### src/rtl/fpu_addsub_param.sv
// Multi-cycle parametrised floating-point adder/subtractor with a start/done handshake.
// Define FPU_ROUND_NEAREST_EN for round-to-nearest-even; otherwise results are truncated.
module fpu_addsub_param #(
    parameter int unsigned EXP_W  = 6,
    parameter int unsigned MANT_W = 25
) (
    input  logic                  clock,
    input  logic                  reset,
    input  logic                  start_in,
    input  logic                  op_in,
    input  logic [EXP_W+MANT_W:0] op_A_in,
    input  logic [EXP_W+MANT_W:0] op_B_in,
    output logic                  busy_out,
    output logic                  done_out,
    output logic [EXP_W+MANT_W:0] data_out,
    output logic [3:0]            status_out
);
    localparam int unsigned W    = 1 + EXP_W + MANT_W;
    localparam int unsigned SigW = MANT_W + 1;
    localparam int unsigned ExtW = SigW + 3;

    localparam logic [EXP_W-1:0] ExpOnes = '1;
    localparam logic [EXP_W:0]   ExpInc  = {{EXP_W{1'b0}}, 1'b1};

    typedef enum logic [2:0] {
        StIdle,
        StAlign,
        StAdd,
        StNorm,
        StRound,
        StDone
    } state_e;

    state_e state_q, state_d;

    logic [W-1:0]    a_q, a_d;
    logic [W-1:0]    b_q, b_d;
    logic            op_q, op_d;
    logic            sign_q, sign_d;
    logic [EXP_W:0]  exp_q, exp_d;
    logic [ExtW-1:0] big_q, big_d;
    logic [ExtW-1:0] small_q, small_d;
    logic [ExtW-1:0] man_q, man_d;
    logic            sub_q, sub_d;
    logic            ovf_q, ovf_d;
    logic            zero_q, zero_d;
    logic            uf_q, uf_d;
    logic [W-1:0]    data_q, data_d;
    logic [3:0]      status_q, status_d;

    // Operand unpack, magnitude ordering and alignment shifter.
    logic              sa, sb, s_big;
    logic [EXP_W-1:0]  ea, eb, e_big, e_small;
    logic [MANT_W-1:0] ma, mb;
    logic [SigW-1:0]   siga, sigb, sig_big, sig_small;
    logic              a_ge_b;
    logic [31:0]       shamt;
    logic [2*ExtW-1:0] wide;
    logic [ExtW-1:0]   aligned;

    always_comb begin
        sa   = a_q[W-1];
        ea   = a_q[W-2 -: EXP_W];
        ma   = a_q[MANT_W-1:0];
        sb   = b_q[W-1] ^ op_q;
        eb   = b_q[W-2 -: EXP_W];
        mb   = b_q[MANT_W-1:0];
        siga = (ea == '0) ? '0 : {1'b1, ma};
        sigb = (eb == '0) ? '0 : {1'b1, mb};

        a_ge_b    = ({ea, ma} >= {eb, mb});
        s_big     = a_ge_b ? sa : sb;
        e_big     = a_ge_b ? ea : eb;
        e_small   = a_ge_b ? eb : ea;
        sig_big   = a_ge_b ? siga : sigb;
        sig_small = a_ge_b ? sigb : siga;

        shamt = 32'(e_big) - 32'(e_small);
        wide  = {sig_small, 3'b000, {ExtW{1'b0}}} >> shamt;
        // Everything shifted below the sticky position is folded into sticky.
        if (shamt > MANT_W + 2) begin
            aligned = {{(ExtW-1){1'b0}}, |sig_small};
        end else begin
            aligned = {wide[2*ExtW-1:ExtW+1], |wide[ExtW:0]};
        end
    end

    logic [ExtW:0] sum;

    always_comb begin
        if (sub_q) begin
            sum = {1'b0, big_q} - {1'b0, small_q};
        end else begin
            sum = {1'b0, big_q} + {1'b0, small_q};
        end
    end

    // Rounding and final packing, registered on the edge into DONE.
    logic              inexact, rnd_up;
    logic [SigW:0]     sig_r;
    logic [EXP_W:0]    exp_r;
    logic [MANT_W-1:0] mant_r;
    logic [W-1:0]      rnd_data;
    logic [3:0]        rnd_status;

    always_comb begin
        inexact = |man_q[2:0];
`ifdef FPU_ROUND_NEAREST_EN
        rnd_up = man_q[2] & (man_q[1] | man_q[0] | man_q[3]);
`else
        rnd_up = 1'b0;
`endif
        sig_r  = {1'b0, man_q[ExtW-1:3]} + {{SigW{1'b0}}, rnd_up};
        exp_r  = exp_q;
        mant_r = sig_r[MANT_W-1:0];
        if (sig_r[SigW]) begin
            exp_r  = exp_q + ExpInc;
            mant_r = sig_r[MANT_W:1];
        end

        rnd_data   = {sign_q, exp_r[EXP_W-1:0], mant_r};
        rnd_status = {3'b000, inexact};
        if (ovf_q) begin
            rnd_data   = {sign_q, ExpOnes, {MANT_W{1'b0}}};
            rnd_status = 4'b0101;
        end else if (zero_q) begin
            rnd_data   = '0;
            rnd_status = 4'b1000;
        end else if (uf_q) begin
            rnd_data   = {sign_q, {(W-1){1'b0}}};
            rnd_status = 4'b1011;
        end else if (exp_r >= {1'b0, ExpOnes}) begin
            rnd_data   = {sign_q, ExpOnes, {MANT_W{1'b0}}};
            rnd_status = 4'b0101;
        end
    end

    always_comb begin
        state_d  = state_q;
        a_d      = a_q;
        b_d      = b_q;
        op_d     = op_q;
        sign_d   = sign_q;
        exp_d    = exp_q;
        big_d    = big_q;
        small_d  = small_q;
        man_d    = man_q;
        sub_d    = sub_q;
        ovf_d    = ovf_q;
        zero_d   = zero_q;
        uf_d     = uf_q;
        data_d   = data_q;
        status_d = status_q;

        unique case (state_q)
            StIdle, StDone: begin
                state_d = StIdle;
                if (start_in) begin
                    a_d     = op_A_in;
                    b_d     = op_B_in;
                    op_d    = op_in;
                    state_d = StAlign;
                end
            end
            StAlign: begin
                sign_d  = s_big;
                exp_d   = {1'b0, e_big};
                big_d   = {sig_big, 3'b000};
                small_d = aligned;
                sub_d   = sa ^ sb;
                ovf_d   = (&ea) | (&eb);
                zero_d  = 1'b0;
                uf_d    = 1'b0;
                state_d = StAdd;
            end
            StAdd: begin
                if (sum[ExtW]) begin
                    man_d = {sum[ExtW:2], sum[1] | sum[0]};
                    exp_d = exp_q + ExpInc;
                end else begin
                    man_d = sum[ExtW-1:0];
                end
                state_d = StNorm;
            end
            StNorm: begin
                if (ovf_q || man_q[ExtW-1]) begin
                    state_d = StRound;
                end else if (man_q == '0) begin
                    // Exact cancellation is always +0.
                    zero_d  = 1'b1;
                    sign_d  = 1'b0;
                    state_d = StRound;
                end else if (exp_q <= ExpInc) begin
                    uf_d    = 1'b1;
                    state_d = StRound;
                end else begin
                    man_d = {man_q[ExtW-2:0], 1'b0};
                    exp_d = exp_q - ExpInc;
                end
            end
            StRound: begin
                data_d   = rnd_data;
                status_d = rnd_status;
                state_d  = StDone;
            end
            default: state_d = StIdle;
        endcase
    end

    always_ff @(posedge clock) begin
        if (reset) begin
            state_q  <= StIdle;
            a_q      <= '0;
            b_q      <= '0;
            op_q     <= 1'b0;
            sign_q   <= 1'b0;
            exp_q    <= '0;
            big_q    <= '0;
            small_q  <= '0;
            man_q    <= '0;
            sub_q    <= 1'b0;
            ovf_q    <= 1'b0;
            zero_q   <= 1'b0;
            uf_q     <= 1'b0;
            data_q   <= '0;
            status_q <= '0;
        end else begin
            state_q  <= state_d;
            a_q      <= a_d;
            b_q      <= b_d;
            op_q     <= op_d;
            sign_q   <= sign_d;
            exp_q    <= exp_d;
            big_q    <= big_d;
            small_q  <= small_d;
            man_q    <= man_d;
            sub_q    <= sub_d;
            ovf_q    <= ovf_d;
            zero_q   <= zero_d;
            uf_q     <= uf_d;
            data_q   <= data_d;
            status_q <= status_d;
        end
    end

    always_comb begin
        busy_out   = (state_q == StAlign) || (state_q == StAdd) ||
                     (state_q == StNorm) || (state_q == StRound);
        done_out   = (state_q == StDone);
        data_out   = data_q;
        status_out = status_q;
    end

endmodule

### config.mk
export PLATFORM = sky130hd
export DESIGN_NAME = fpu_addsub_param
export DESIGN_NICKNAME = d
export VERILOG_FILES = /design/src/rtl/fpu_addsub_param.sv
export SDC_FILE = /design/constraint.sdc
export NUM_CORES = 1
export LEC_CHECK = 0
export BUFFER_PORTS_ARGS = -buffer_cell sky130_fd_sc_hd__buf_4
export CAP_MARGIN = 0
export CORE_UTILIZATION = 35
export CTS_BUF_LIST = sky130_fd_sc_hd__clkbuf_4 sky130_fd_sc_hd__clkbuf_8 sky130_fd_sc_hd__clkbuf_16
export CTS_CLUSTER_DIAMETER = 120
export CTS_CLUSTER_SIZE = 25
export DETAILED_ROUTE_END_ITERATION = 12
export GPL_TIMING_DRIVEN = 0
export PLACE_DENSITY = 0.6
export SLEW_MARGIN = 20
export SYNTH_ARGS = -nofsm -noshare
export SYNTH_HDL_FRONTEND = slang
export SYNTH_SLANG_ARGS = --single-unit
### constraint.sdc
create_clock -name clock -period 5.2 [get_ports clock]
set_input_delay 1.04 -clock clock [delete_from_list [all_inputs] [get_ports clock]]
set_output_delay 1.04 -clock clock [all_outputs]
set_load 0.03 [all_outputs]
**Yosys cells after proc, flatten, opt, wreduce, memory -nomap -nowiden**

Index checks and enable logic that the tools add are counted.

- Register bits: 200
- Input bits: 68
- Output and inout port bits: 38
- Word-level logic and storage cells: 105

- Multiplexer cells: 42
- Shifts and indexed selects: 1
- Add/sub/neg operators: 5
- Bitwise logic cells: 4
- Equal/unequal tests: 12
- Reductions and logical operators: 22
- Magnitude comparators: 4

Operators with widths:

| operator | count |
|---|---|
| 29-bit 2-to-1 mux | 5 |
| 26-bit 2-to-1 mux | 4 |
| 32-bit 2-to-1 mux | 2 |
| 31-bit 2-to-1 mux | 2 |
| 29-bit case mux with 2 select lines | 1 |
| 58-bit by 32-bit right shift with 58-bit output | 1 |
| 32-bit by 5-bit greater-than comparator with 1-bit output (second input constant) | 1 |
| 31-bit greater-or-equal comparator | 1 |
| 29-bit by 29-bit adder with 30-bit output | 1 |
| 30-bit 2-to-1 mux | 1 |
| 30-bit OR reduction | 1 |
| 29-bit by 29-bit subtractor with 30-bit output | 1 |
| 29-bit logical NOT | 1 |
| 7-bit 2-to-1 mux | 4 |
| 26-bit OR reduction | 1 |
| 7-bit case mux with 3 select lines | 1 |
| 3-bit case mux with 5 select lines | 1 |
| 6-bit logical NOT | 2 |
| 3-bit 2-to-1 mux | 4 |
| 4-bit 2-to-1 mux | 3 |
| 6-bit 2-to-1 mux | 2 |
| 2-bit != test (second input constant) | 6 |
| 6-bit AND reduction | 2 |
| 1-bit 2-to-1 mux | 9 |
| other kinds (22) | 33 |

**Longest topological paths before layout**

Gate-level depths: netlist (run 1).

- Depth in word-level cells: 6
- Mapped depth: 23
- Mapped depth without buffers: 19

**Worst setup path after synthesis (run 1)**

OpenSTA, ideal clock, no wires.

- Kind: register -> register
- Start: reg b_q[27]
- End: reg small_q[0]
- Path buffers: 3
- Setup time: 0.129 ns
- Arrival time: 4.600 ns
- Cell stages (with the launch flop): 22
- Slack: 0.471 ns
- Clock period less this slack: 4.729 ns
- Required time: 5.071 ns
- Cell sequence: dfxtp_1 clkbuf_1 inv_1 ha_1 nand4_2 nor3_1 a221oi_1 and2_1 nand2_1 buf_2 o22ai_1 inv_1 ha_1 or4_1 buf_4 nand2_4 mux2i_1 mux2i_1 o211a_1 or4b_1 o32ai_2 a31oi_1

- Word-level cells in the longest chain between the ends: 6
- Elaborated cells on any way between the ends: 12
- Classes of those cells: 1 x add/sub; 2 x order compare; 1 x shift; 5 x mux; 3 x reduce/logical

Ends and longest elaborated chain:

| element | line | text |
|---|---|---|
| from (decl) | 37 | `logic [W-1:0] b_q, b_d;` |
| from (signal assigned) | 214 | `b_q <= '0;` |
| from (signal assigned) | 230 | `b_q <= b_d;` |
| 31-bit greater-or-equal comparator or 6-bit logical NOT (tied branches) | 71, 69 |  |
| 6-bit 2-to-1 mux, or another cell as far along | 73 | `e_big = a_ge_b ? ea : eb;` |
| 6-bit by 6-bit subtractor with 7-bit output or 26-bit 2-to-1 mux (tied branches) | 78, 76 |  |
| 58-bit by 32-bit right shift with 58-bit output | 79 | `wide = {sig_small, 3'b000, {ExtW{1'b0}}} >> shamt;` |
| 30-bit OR reduction | 84 | `aligned = {wide[2*ExtW-1:ExtW+1], \|wide[ExtW:0]};` |
| 29-bit 2-to-1 mux * | 81 | `if (shamt > MANT_W + 2) begin` |
| to (signal assigned) | 235 | `small_q <= small_d;` |
| to (decl) | 42 | `logic [ExtW-1:0] small_q, small_d;` |

Every way passes the cells marked *; elsewhere a longest branch is shown, timed or not.
A chain may end at the register's enable or synchronous reset.

**Worst setup path after layout (run 1)**

- Start: reg b_q[12]
- End: reg small_q[0]

- Word-level cells in the longest chain between the ends: 6
- Elaborated cells on any way between the ends: 11
- Classes of those cells: 1 x add/sub; 2 x order compare; 1 x shift; 5 x mux; 2 x reduce/logical

Ends and longest elaborated chain:

| element | line | text |
|---|---|---|
| 31-bit greater-or-equal comparator | 71 | `a_ge_b = ({ea, ma} >= {eb, mb});` |
| 6-bit 2-to-1 mux, on equally long branches | 73, 74 |  |
| 6-bit by 6-bit subtractor with 7-bit output | 78 | `shamt = 32'(e_big) - 32'(e_small);` |
| 58-bit by 32-bit right shift with 58-bit output | 79 |  |
| 30-bit OR reduction | 84 |  |
| 29-bit 2-to-1 mux * | 81 |  |

Marked as above.

==> results of run 1 <==
logic make-up (layout without fill, tap and decap cells):
kind of cell / after synthesis / count (layout)
compound gates: 603 / 603
simple gates: 694 / 694
other cells: 0 / 1
fa+ha+maj: 89 / 89
buf+inv: 247 / 387
flops: 200 / 200
xor+xnor: 30 / 30
mux: 92 / 92
stage by stage:
step                      TNS (ns)  hold WS [ns]
after global routing       -0.0145         0.484
final                            0         0.455
after CTS                        0         0.460
after detailed placement     -6.51         0.448
after floorplan                  0         0.440
after global placement       -7.39         0.445
area by class of cell:
cell class	count	area, um2
fill	4342	24100
antenna	1	2.50
timing repair buffer	109	818
buffer	143	594
sequential	200	4020
clock buffer	18	433
inverter	103	387
clock inverter	14	185
tap	532	666
multi-input combinational	1508	9710
path summary, 6_finish.rpt:
| check | from | to | slack, ns | depth (start not counted) |
|---|---|---|---|---|
| setup / recovery | b_q[12] | small_q[0] | 0.07 | 20 |
| setup reg to reg | b_q[12] | small_q[0] | 0.07 | 20 |
| hold reg to reg | data_out[31] | data_out[31] | 0.45 | 2 |
| hold / removal | data_out[31] | data_out[31] | 0.45 | 2 |
repair_timing:
item                       CTS  global route
pin swaps                    4             4
setup buffers                2             2
setup endpoints to repair   27            27
gates resized for setup     21            35
layer usage:
| metal | part of all wire | wire length, um |
|---|---|---|
| met1 | 0.45 | 25800 |
| met2 | 0.46 | 26200 |
| met3 | 0.050 | 2880 |
| met4 | 0.045 | 2600 |
| met5 | 0.00014 | 8 |
state kept, by name, indices dropped and copies added, names as in the netlist:
name        cells
status_out      4
state_q         3
a_q            32
ovf_q           1
sign_q          1
zero_q          1
sub_q           1
man_q          29
op_q            1
data_out       32
b_q            32
uf_q            1
big_q          26
small_q        29
exp_q           7
cell usage in the layout (no fill, tap or decap), types with 20 or more instances in the layout:
cell and n:
o211ai_1 23, nor2_1 208, xnor2_1 21, a211oi_1 20, buf_4 112, a22oi_1 47, nand3_1 30, nand2_1 252
nor3_1 79, o21ai_0 100, ha_1 83, a311oi_1 26, dfxtp_1 184, inv_1 102, clkbuf_1 103, mux2i_1 59
a21oi_1 207
power by group:
| part | internal, mW | total [mW] | switching, mW |
|---|---|---|---|
| Combinational | 1.26 | 3.79 | 2.53 |
| Sequential | 1.66 | 1.85 | 0.184 |
| Clock | 0.699 | 1.41 | 0.711 |
Yosys cell counts (all sizes together) (6+ instances only):
library cell,n,area (um2)
nand2,253,957
a21oi,209,1050
nor2,209,785
dfxtp,200,4000
o21ai,109,553
clkbuf,107,402
inv,103,387
ha,88,1100
nor3,81,410
mux2i,64,641
a22oi,47,353
buf,37,181
nand3,30,150
a311oi,26,228
nor4,24,178
o211ai,24,185
xnor2,22,200
a211oi,20,150
a31oi,20,125
and3,19,119
nand4,17,113
mux2,16,180
a21o,15,113
mux4,12,270
nand2b,12,75.1
o31ai,12,104
o21a,10,75.1
o22ai,10,62.6
o21bai,9,67.6
o311ai,9,86.3
a211o,8,70.1
o211a,8,87.6
or2,8,50.1
xor2,8,70.1
o32ai,7,68.8
a311o,6,60.1
a32oi,6,52.6
and2,6,37.5
o31a,6,52.6
or4,6,45.0
tightest hold or removal path, cell delays in order (launching register included):
cell     delay (ns)
dfxtp_1        0.32
nand2_1        0.05
a21oi_1        0.05
==> flow_summary.toml, run 1 <==
[global_routing]
track_usage = 0.272
grt_max_degree = 21
grt_pass1_vias = 14600
grt_use_met3 = 0.0386
busiest_layer = "met2"
grt.met2_usage = 0.440
grt_overflow_total = 0
grt_antenna_before_repair = 2
grt_pass1_wl_um = 87200
met1_usage = 0.357

[logic_synthesis]
synthCells = 1955
synth_area_um2 = 14500
synth-simple-area-share = 0.216
synth-seq-cells = 200
ys_async_sr_fraction = 0
synth_flop_cell = "dfxtp_1"
synthMuxAreaShare = 0.0751
yosys_warnings = 0
synth_top_family_by_area = "compound AO/OA/AOI/OAI gates"
syn_nets = 2112
syn_area_per_cell_um2 = 7.43
ys_seq_area_frac = 0.276
synth-adder-area-share = 0.0772
synth_compound_area_frac = 0.270
yosysUniqueCellTypes = 92
synth_edf_count = 0
post_synth_xor_area_fraction = 0.0186

[final_layout]
fin_nets = 2239
syn_to_final_growth_pct = 15.8
fin_area_um2 = 16800
final_layout_size_suffix_gt1_frac = 0.126
finalCoreUtilization = 0.411
instances_no_fill = 2628

[worst_setup_path]
crit_slowest_cell = "or4b_1"
critPathArrivalTime_ns = 5.48
path_buf_inv = 4
startpoint_type = "register"
crit_family = "compound AO/OA/AOI/OAI gates"
cp_cell_sequence = "inv_1 > ha_1 > a211oi_1 > nor2_1 > a2111o_1 > o21ai_4 > nand2_1 > buf_4 > o22ai_2 > inv_1 > ha_2 > or4_1 > buf_4 > nand2_4 > mux2i_4 > mux2i_4 > o211a_1 > or4b_1 > o32ai_2 > a31oi_1"
end_kind = "register"
worstPathRequired_ns = 5.55
crit_type = "register to register"
path_max_fanout = 10
critPathMaxStageDelay_ns = 0.52

[clock_network]
clockRootBuffer = "clkbuf_16"
cts-htree-levels = 4
insertion_delay_ns = 0.48
cts_tree = "built"
numCtsBuffers = 17
path_clk_slew_ns = 0.09
cts_buffer_depth = 2
hold_buffers = 0
clock-sinks = 200

[die]
core_region_area_um2 = 40900
die_h_um = 206
placementRows = 74
die-width_um = 206
io_pins = 106
die_area_um2 = 42300
start_util = 0.355

[place]
placed_area_um2 = 16000
globalplace.congestion = 0.986
port_buffers = 105
place_ws_ns = -0.758
placed_cells = 2592
dp_hpwl_um = 46000

[routing]
drt_first_iter_violations = 1363
drc = 0
vias = 15400
wl_um = 57500
dr.pass1.iters = 7
drt-vias-per-instance = 5.85
ant_nets = 0
route.detailed.wl_per_inst_um = 21.9

[timing]
rsz0062_at_grt = "yes"
setup_viol = 0
finalMaxSlewViolations = 0
fmax_mhz = 195
setup_ws_ns = 0.0688
fin_crit_sh = 0.987
layout_min_cycle_time_ns = 5.13
hold_viol = 0
timing.slew.headroom = 0.315
fin_skew_ns = 0.0184
worstMarginPinSlew_ns = 1.01

[power]
vdd_drop_max_v = 0.000254
p_per_area_nw_per_um2 = 419
p_leak_nw = 6.57
total_power_mw = 7.05

[hold_path]
holdCritPathClass = "register to register"

[flow_run]
drv_cap = 0

[run_status]
status = "complete, no violations"
(Power assumes the default switching activity.)
==> inputs of run 2 (changes only) <==
- CORE_MARGIN: unset -> 2
- RECOVER_POWER: unset -> 50
==> run 2 against run 1 <==
First-iteration DRC count rose by 0.81%; utilization fell by 0.26 points; hold slack improved by 0.0014 ns; sequential power barely moved; critical path type unchanged; largest cell class unchanged.
==> flow_summary.toml, run 2 (synthesized netlist as in run 1, its figures left out) <==
[run_status]
status = "complete, no violations"

[power]
p_leak_nw = 6.43
p_per_area_nw_per_um2 = 424
comb_power_share = 0.543
pwr-share-seq = 0.260
p_int_mw = 3.61
swShare = 0.490
vdd_drop_max_v = 0.000245
netSwitchingPower_mw = 3.48
power_frac_clock = 0.196

[timing]
setup_viol = 0
worstMarginPinSlew_ns = 1.12
setup-tns-final_ns = 0
finalMaxSlewViolations = 0
fin_skew_ns = 0.0219
rsz0062_at_grt = "no"
setup_ws_ns = 0.137
fin_crit_sh = 0.974
fmax_mhz = 198
layout_min_cycle_time_ns = 5.06
hold_viol = 0
timing.slew.headroom = 0.253

[die]
die-width_um = 208
core_region_area_um2 = 40900
die_h_um = 208
start_util = 0.355
placementRows = 74
io_pins = 106
die_area_um2 = 43100

[clock_network]
cts-htree-levels = 4
path_clk_slew_ns = 0.09
cts_buffer_depth = 2
clock-sinks = 200
cts_tree = "built"
clockRootBuffer = "clkbuf_16"
insertion_delay_ns = 0.48
numCtsBuffers = 17

[global_routing]
grt_overflow_total = 0
track_usage = 0.262
grt_antenna_before_repair = 1
grt_pass1_vias = 14700
grt_max_degree = 22
grt_pass1_wl_um = 88000

[routing]
drt_first_iter_violations = 1374
route.detailed.wl_per_inst_um = 22.2
drt-vias-per-instance = 5.92
wl_um = 58400
drc = 0
vias = 15600
dr.pass1.iters = 6
ant_nets = 0

[final_layout]
final_layout_size_suffix_gt1_frac = 0.112
final_cell_mix = "250 x nand2_1, 209 x nor2_1, 207 x a21oi_1"
fin_nets = 2242
antenna_cells = 0
layout_commonest_cell = "nand2_1"
syn_to_final_growth_pct = 15.0
n_fill_cell = 4439

[worst_setup_path]
path_max_fanout = 10
cp-startpoint = "a_q[14]"
r2r_end = "small_q[0]"
r2r-start = "a_q[14]"
cp-endpoint = "small_q[0]"
crit_type = "register to register"
regToRegSetupSlack_ns = 0.14
reg2reg_depth = 19
critPathArrivalTime_ns = 5.41
startpoint_type = "register"
end_kind = "register"
worstPathRequired_ns = 5.54

[flow_run]
drv_cap = 0

[place]
dp_hpwl_um = 46500
place_ws_ns = -0.901
globalplace.congestion = 1.01
port_buffers = 105

[hold_path]
hold_depth = 2
holdCritPathClass = "register to register"
## run 2: power by group through the flow
stage,registers [mW],clock network [mW],logic [mW]
floorplan,1.79,0,2.48
global placement,1.87,0,3.61
detailed placement,1.87,0,3.61
CTS,1.84,1.41,3.66
global route,1.86,1.48,4.11
finish,1.85,1.39,3.85
## run 2: worst min path at each step
stage	to	from	slack (ns)
6_report	data_out[31]	data_out[31]	0.46
5_1_grt	data_out[31]	data_out[31]	0.48
4_1_cts	data_out[31]	data_out[31]	0.46
3_5_place_dp	data_out[31]	data_out[31]	0.45
3_3_place_gp	data_out[31]	data_out[31]	0.45
2_1_floorplan	man_q[0]	man_q[0]	0.44
## run 2: worst max-delay path, cell delays in order, from the launching register on
cell	delay [ns]
dfxtp_1	0.50
ha_1	0.31
nand4_1	0.21
nor4_4	0.06
a2111o_1	0.44
o21ai_4	0.19
nand2_2	0.11
buf_6	0.18
o22ai_2	0.20
inv_1	0.07
ha_2	0.21
or4_1	0.52
buf_4	0.19
nand2_4	0.14
mux2i_4	0.29
mux2i_2	0.14
o211a_1	0.27
or4b_1	0.52
o32ai_2	0.22
a31oi_1	0.13
## run 2: layout make-up
| cell class | count | area (um2) | area share |
|---|---|---|---|
| Clock buffer | 18 | 439 | 0.0263 |
| Clock inverter | 14 | 170 | 0.0102 |
| Sequential cell | 200 | 4030 | 0.241 |
| Inverter | 103 | 387 | 0.0231 |
| Multi-Input combinational cell | 1508 | 9720 | 0.582 |
| Buffer | 142 | 593 | 0.0355 |
| Tap cell | 532 | 666 | 0.0398 |
| Timing Repair Buffer | 113 | 709 | 0.0425 |
## run 2: metal layers
metal | vias to the layer above | share of wire | global-route usage
li1 | 7331 | - | -
met5 | - | 0.00022 | 0
met1 | 7571 | 0.44 | 0.345
met4 | 2 | 0.037 | 0.103
met3 | 111 | 0.055 | 0.0413
met2 | 554 | 0.46 | 0.431
## run 2: repair_timing
| item | CTS | global route |
|---|---|---|
| hold buffers | 0 | 0 |
| setup buffers | 1 | 7 |
| pin swaps | 4 | 10 |
| setup endpoints to repair | 29 | 26 |
| gates resized for setup | 20 | 39 |
| gates cloned | 0 | 0 |
## run 2: through the flow
stage / instances / hold slack (ns) / power [mW] / utilization / cell area, um2
floorplan: 1955 / 0.440 / 4.28 / - / 14500
global placement: 2592 / 0.448 / 5.48 / 0.390 / 16000
detailed placement: 2592 / 0.448 / 5.48 / 0.390 / 16000
CTS: 2623 / 0.461 / 6.91 / 0.407 / 16700
global route: 2630 / 0.480 / 7.45 / 0.408 / 16700
finish: 2630 / 0.456 / 7.09 / 0.408 / 16700
